`src/rtl/src_stream_gen.sv`:
```
// Buffer-RAM to stream transmitter: NB+1 frames of LEN+1 words, src_last on each frame end.
// First mem_re 1 clk after start, first src_valid 2 clks later; 2-entry FIFO absorbs src_ready stalls.
module src_stream_gen #(
  parameter int DW = 32,
  parameter int AW = 12
) (
  input  logic          clk,
  input  logic          rst_n,
  input  logic          start,
  input  logic [AW-1:0] base,
  input  logic [11:0]   len,
  input  logic [3:0]    nb,
  input  logic          abort,
  output logic          mem_re,
  output logic [AW-1:0] mem_addr,
  input  logic [DW-1:0] mem_rdata,
  output logic          src_valid,
  output logic [DW-1:0] src_data,
  output logic          src_last,
  input  logic          src_ready,
  output logic          busy,
  output logic          done
);

  typedef enum logic [1:0] {S_IDLE, S_RUN, S_DRAIN} state_t;

  state_t        state_q, state_d;
  logic [11:0]   len_q, len_d, wi_q, wi_d;
  logic [3:0]    nb_q, nb_d, fi_q, fi_d;
  logic [AW-1:0] addr_q, addr_d;
  logic          infl_q, infl_d, infl_last_q, infl_last_d;
  logic [1:0]    cnt_q, cnt_d;
  logic [DW:0]   ent0_q, ent0_d, ent1_q, ent1_d;

  logic pop, push, issue, wi_last, fi_last, drained, aborting;
  logic [DW:0] push_ent;

  assign pop      = (cnt_q != 2'd0) && src_ready;
  assign push     = infl_q;
  assign push_ent = {infl_last_q, mem_rdata};
  assign wi_last  = (wi_q == len_q);
  assign fi_last  = (fi_q == nb_q);
  assign drained  = (cnt_q == 2'd0) && !infl_q;
  assign aborting = (state_q != S_IDLE) && abort;
  // Issue only when the read still has a guaranteed FIFO slot on arrival.
  assign issue    = (state_q == S_RUN) &&
                    (({1'b0, cnt_q} + {2'b00, infl_q}) < (3'd2 + {2'b00, pop}));

  always_ff @(posedge clk or negedge rst_n) begin
    if (!rst_n) state_q <= S_IDLE;
    else        state_q <= state_d;
  end

  always_comb begin
    state_d = state_q;
    case (state_q)
      S_IDLE:  if (start) state_d = S_RUN;
      S_RUN: begin
        if (abort)                           state_d = S_IDLE;
        else if (issue && wi_last && fi_last) state_d = S_DRAIN;
      end
      S_DRAIN: if (abort || drained) state_d = S_IDLE;
      default: state_d = S_IDLE;
    endcase
  end

  always_comb begin
    mem_re = issue;
    busy   = (state_q != S_IDLE);
    done   = aborting || ((state_q == S_DRAIN) && drained);
  end

  always_comb begin
    len_d       = len_q;
    nb_d        = nb_q;
    wi_d        = wi_q;
    fi_d        = fi_q;
    addr_d      = addr_q;
    infl_d      = issue;
    infl_last_d = wi_last;
    cnt_d       = cnt_q;
    ent0_d      = ent0_q;
    ent1_d      = ent1_q;

    if ((state_q == S_IDLE) && start) begin
      len_d  = len;
      nb_d   = nb;
      addr_d = base;
      wi_d   = 12'd0;
      fi_d   = 4'd0;
    end

    if (issue) begin
      addr_d = addr_q + AW'(1);
      if (wi_last) begin
        wi_d = 12'd0;
        fi_d = fi_q + 4'd1;
      end else begin
        wi_d = wi_q + 12'd1;
      end
    end

    case ({push, pop})
      2'b10: begin
        if (cnt_q == 2'd0) ent0_d = push_ent;
        else               ent1_d = push_ent;
        cnt_d = cnt_q + 2'd1;
      end
      2'b01: begin
        ent0_d = ent1_q;
        cnt_d  = cnt_q - 2'd1;
      end
      2'b11: begin
        if (cnt_q == 2'd1) begin
          ent0_d = push_ent;
        end else begin
          ent0_d = ent1_q;
          ent1_d = push_ent;
        end
      end
      default: ;
    endcase

    // Abort drops both queued words and the read still in flight.
    if (aborting) begin
      cnt_d  = 2'd0;
      infl_d = 1'b0;
    end
  end

  always_ff @(posedge clk or negedge rst_n) begin
    if (!rst_n) begin
      len_q       <= '0;
      nb_q        <= '0;
      wi_q        <= '0;
      fi_q        <= '0;
      addr_q      <= '0;
      infl_q      <= 1'b0;
      infl_last_q <= 1'b0;
      cnt_q       <= '0;
      ent0_q      <= '0;
      ent1_q      <= '0;
    end else begin
      len_q       <= len_d;
      nb_q        <= nb_d;
      wi_q        <= wi_d;
      fi_q        <= fi_d;
      addr_q      <= addr_d;
      infl_q      <= infl_d;
      infl_last_q <= infl_last_d;
      cnt_q       <= cnt_d;
      ent0_q      <= ent0_d;
      ent1_q      <= ent1_d;
    end
  end

  assign mem_addr  = addr_q;
  assign src_valid = (cnt_q != 2'd0);
  assign src_data  = ent0_q[DW-1:0];
  assign src_last  = ent0_q[DW];

endmodule
```
`config.mk`:
```
export PLATFORM = sky130hd
export DESIGN_NAME = src_stream_gen
export DESIGN_NICKNAME = d
export VERILOG_FILES = /design/src/rtl/src_stream_gen.sv
export SDC_FILE = /design/constraint.sdc
export NUM_CORES = 1
export LEC_CHECK = 0
export CORE_AREA = 4 4 108 110
export DETAILED_ROUTE_END_ITERATION = 10
export DIE_AREA = 0 0 112 114
export PLACE_DENSITY = 0.79
export SYNTH_ARGS = -nofsm -noshare
export SYNTH_HDL_FRONTEND = slang
export SYNTH_SLANG_ARGS = --single-unit
```
`constraint.sdc`:
```
create_clock -name clk -period 2.9 [get_ports clk]
set_clock_uncertainty 0.15 [all_clocks]
set_input_delay 0.58 -clock clk [delete_from_list [all_inputs] [get_ports clk]]
set_output_delay 0.58 -clock clk [all_outputs]
set_load 0.01 [all_outputs]
```
# --- Word level (Yosys, flattened, before mapping) ---
# Cells that the tools add are included.
word_totals:
  register_bits: 116
  in_bits: 65
  out_inout_bits: 49
  elab_cells: 77
op_classes:
  add_sub_neg: 7
  n_lt_le_gt_ge: 1
  n_eq_ne: 14
  muxes: 22
  reduce_logical: 22
op_table:
  columns: ["operator", "count"]
  rows:
  - ["two-way mux 33 bit", 4]
  - ["one-hot mux 33 bit (3 select lines)", 1]
  - ["one-hot mux 33 bit (2 select lines)", 1]
  - ["two-way mux 12 bit", 5]
  - ["adder 12 x 1 -> 12 bit (second input constant)", 2]
  - ["== test 12 bit", 1]
  - ["two-way mux 4 bit", 3]
  - ["two-way mux 2 bit", 5]
  - ["inequality test 2 bit (second input constant)", 5]
  - ["logical AND 1 bit", 8]
  - ["nonzero test 2 bit", 4]
  - ["== test 2 x 1 -> 1 bit (second input constant)", 3]
  - ["== test 2 bit (second input constant)", 3]
  - ["one-hot mux 2 bit (3 select lines)", 1]
  - ["AND reduction 3 bit", 2]
  - ["nonzero test 3 bit", 2]
  - ["adder 4 x 1 -> 4 bit (second input constant)", 1]
  - ["== test 4 bit", 1]
  - ["zero test 2 bit", 2]
  - ["one-hot mux 2 bit (2 select lines)", 1]
  - ["adder 2 x 1 -> 3 bit", 1]
  - ["adder 2 x 1 -> 3 bit (first input constant)", 1]
  - ["less-than comparator 3 bit", 1]
  - ["inequality test 3 x 2 -> 1 bit (second input constant)", 1]
  - ["other kinds (6)", 7]

# --- Longest topological paths before layout ---
depth:
  depth_word: 10
  ltp_mapped: 9
  ltp_nobuf: 8

# --- Least setup slack after synthesis ---
# OpenSTA, ideal clock, no wires.
synth_path:
  kind: "register -> output"
  from: "reg infl_q"
  to: "out mem_re"
  t_arrival_ns: 1.783
  required_time_ns: 2.170
  setup_slack_ns: 0.387
  stages_incl_launch_ff: 6
  path_buffers: 1
  path_cell_list: "dfrtp_1 ha_1 or3b_1 a211o_1 inv_2 buf_2"
synth_between:
  elab_chain_cells: 3
synth_lines:
  columns: ["element", "line", "rtl"]
  rows:
  - ["start: declaration", "31", "logic infl_q, infl_d, infl_last_q, infl_last_d;"]
  - ["start signal: assignment", "149", "infl_q <= infl_d;"]
  - ["adder 2 x 1 -> 3 bit", "47", "(({1'b0, cnt_q} + {2'b00, infl_q}) < (3'd2 + {2'b00, pop}));"]
  - ["less-than comparator 3 bit", "47", null]
  - ["logical AND 1 bit", "46", "assign issue = (state_q == S_RUN) &&"]
  - ["end: declaration", "14", "output logic mem_re,"]
# No other way between the ends.

# --- Final worst setup path ---
# Same ends and word-level chain as after synthesis.

==> metrics.txt <==
outcome=finished, final reports clean; net load switching power=2.44 mW; worst slack, placed=-0.222 ns; FF+latch count, synth=116; Synth Area in Adders=1.62%; CTS Buf Count=17; Worst-path clk slew=0.06 ns; worst slew pin tran=0.999 ns; Nets=722; final hold vios=0; Worst setup SP type=flip-flop; vias in the first global route=4275; Internal=4.77 mW; ANT nets after route=0; vias after detailed routing=4206; Max Root-Sink Buffers=2; Max Cap Viol=0; pwr dens=982 nW/um^2; Slew headroom=33.2%; DIE WIDTH=112 um; syn nets=594; Worst path max stage delay=0.41 ns; worst setup path class=flip-flop to primary output; GPL Wtd Cong=0.849; CP cell instances=ha_4, or3b_1, a211o_1, inv_2, buf_6; Post-CTS Repair Setup Buffers=0; Static Leak=3.42 nW; commonest non-fill, non-tap cell in the layout=dfrtp_1; Final Cycle Share=97.1%; Tmin final=2.82 ns; required time worst endpoint=2.17 ns; dominant combinational cell family by area after synthesis=simple AND/OR/NAND/NOR gates; I/O Buffers=113; Synth Flop Type=dfrtp_1; clock power share=26.4%; CP Capture Type=primary output; dominant cells by area after synthesis=dfrtp_1, nand2_1, mux2_2, mux2i_1, o21ai_0; logic gate share of total power=37.1%; num rows=38; CP arrival=2.09 ns; Clk Latency, worst-skew pair=0.51 ns; global route overflow=0; Layout fillers=811; largest area contributor in the netlist=dfrtp_1; commonest non-fill, non-tap cells in the layout=dfrtp_1, nand2_1, clkdlybuf4s50_1; pin count of the biggest net entering global routing=47; full die area=12800 sq um; CP Launch Point=infl_q$_DFF_PN0_; Post-synth ARST share=100%; H-tree depth=4; DP HPWL=8570 um; min-delay src=ent0_q[22]$_DFFE_PN0P_; Total GRT Usage=19.7%; complex-gate fraction of the synthesized area=10.0%; RSZ-0062 raised after global routing=false; Post-route DRC=0; Hold Crit Class=flip-flop to flip-flop; DR WL/cell=15.1 um; CTS tree=done; reg2reg setup slack=0.21 ns; Initial DRT Pass Iterations=4; Final Max Slew Viols=0; Mapped Area=5410 sq um; Max stage delay cell, worst path=dfrtp_1; Final Setup Violations=0; First DRT Iteration DRCs=144; Seq/Total Area, Yosys=53.7%; Netlist cell types=47; initial antenna violation count=0; first-pass GRT wire length=20500 um; reg2reg start=cnt_q[0]$_DFFE_PN0P_; Final TNS setup=0 ns; Avg Cell Area, Syn=10.4 sq um; Syn. warnings=0; number of I/O pins=114; CTS Root Cell=clkbuf_8; Core ar.=10700 sq um; starting density of the core=50.5%; antenna cells=0; Die Span Y=114 um; Routed Wire Length=12200 um; Layout area overhead=35.9%; Peak supply drop=0.000488 V; multiplexer share of the synthesized area=13.2%; xor and xnor area share after synthesis=3.24%; Worst Path Max Fanout=2; layout cells sized above 1=15.4%; Post-synth EDFFs=0; sequential power share=36.6%; Synth Instances=522; Highest Clock Rate=0.355 GHz; Simple-Gate Fraction of Synth Area=15.4%; CTS Sinks=116; Yosys top cell area share=53.7%; setup ws final=0.0842 ns; Via density=5.24; Switching Share=33.9%
## cell usage after synthesis (3+ instances only)
cell / number
dfrtp_1: 116
nand2_1: 111
o21ai_0: 44
mux2i_1: 34
mux2_2: 33
nor2_1: 26
nand3_1: 18
clkbuf_1: 17
xor2_1: 14
inv_1: 11
a21oi_1: 8
ha_1: 7
buf_2: 6
xnor2_1: 6
a21o_1: 5
nand4_1: 5
nor3_1: 5
a22o_1: 4
and3_1: 4
nand2b_1: 4
nand3b_1: 3
nor4_2: 3
o21a_1: 3
o22ai_1: 3
or2_2: 3
## worst max-delay path: cells and delay by family (launching register included)
family / cells / cell delay (ns)
fa+ha+maj: 1 / 0.25
compound gates: 1 / 0.33
simple gates: 1 / 0.39
buf+inv: 2 / 0.19
flops: 1 / 0.41
## through the flow
step | total power, mW | cell area [sq um] | util (%) | cells | hold slack [ns]
final | 7.21 | 7340 | 68.7 | 803 | 0.333
after global routing | 7.70 | 7340 | 68.7 | 803 | 0.366
after CTS | 7.27 | 7330 | 68.5 | 803 | 0.339
after detailed placement | 5.33 | 6770 | 63.3 | 770 | 0.327
after global placement | 5.19 | 6770 | 63.3 | 770 | 0.313
after floorplan | 4.12 | 5410 | - | 522 | 0.134
## path summary, 6_finish.rpt
check | endpoint | depth (start not counted)
min in group asynchronous | ent0_q[31]$_DFFE_PN0P_ | 2
max in group asynchronous | ent0_q[4]$_DFFE_PN0P_ | 3
min reg2reg | ent0_q[22]$_DFFE_PN0P_ | 2
min | ent0_q[22]$_DFFE_PN0P_ | 2
max reg2reg | wi_q[3]$_DFFE_PN0P_ | 9
max | mem_re | 5
## per-layer routing
layer,track usage (%),share of wire (%),up-vias
li1,-,-,2060
met1,26.2,45,2015
met2,32.4,49,109
met3,4.93,4.8,22
met4,5.61,1.5,0
met5,0,0,-
## logic make-up after synthesis
| logic type | after synthesis |
|---|---|
| compound gates | 87 |
| xor+xnor | 20 |
| fa+ha+maj | 7 |
| buf+inv | 37 |
| flops | 116 |
| mux | 67 |
| simple gates | 188 |
## repair_timing
action | 4_1_cts | 5_1_grt
endpoints found under the setup margin | 2 | 1
endpoints found under the hold margin | 42 | 0
resized for setup | 4 | 5
pin swaps | 2 | 2
hold buffers | 1 | 0
gates cloned | 0 | 0
## layout make-up
class                      instances  area (sq um)  share of cell area [%]
clock buffer                      17           414                    5.64
sequential                       116          2900                    39.5
inverter                          13          48.8                   0.664
tap                              140           175                    2.39
multi-input combinational        369          2380                    32.4
clock inverter                    15           133                    1.81
timing repair buffer             133          1290                    17.6
## sequential cells by signal, indices dropped and copies added (netlist names)
| signal | count |
|---|---|
| cnt_q | 2 |
| ent0_q | 33 |
| ent1_q | 33 |
| fi_q | 4 |
| infl_last_q | 1 |
| infl_q | 1 |
| len_q | 12 |
| mem_addr | 12 |
| nb_q | 4 |
| state_q | 2 |
| wi_q | 12 |
## power groups by stage
stage          logic [mW]  registers, mW  clock network, mW
6_report             2.67           2.64               1.90
5_1_grt              2.96           2.73               2.02
4_1_cts              2.70           2.64               1.93
3_5_place_dp         2.67           2.66                  0
3_3_place_gp         2.57           2.62                  0
2_1_floorplan        1.42           2.70                  0
Note: power is estimated with default switching activity, not from simulation.
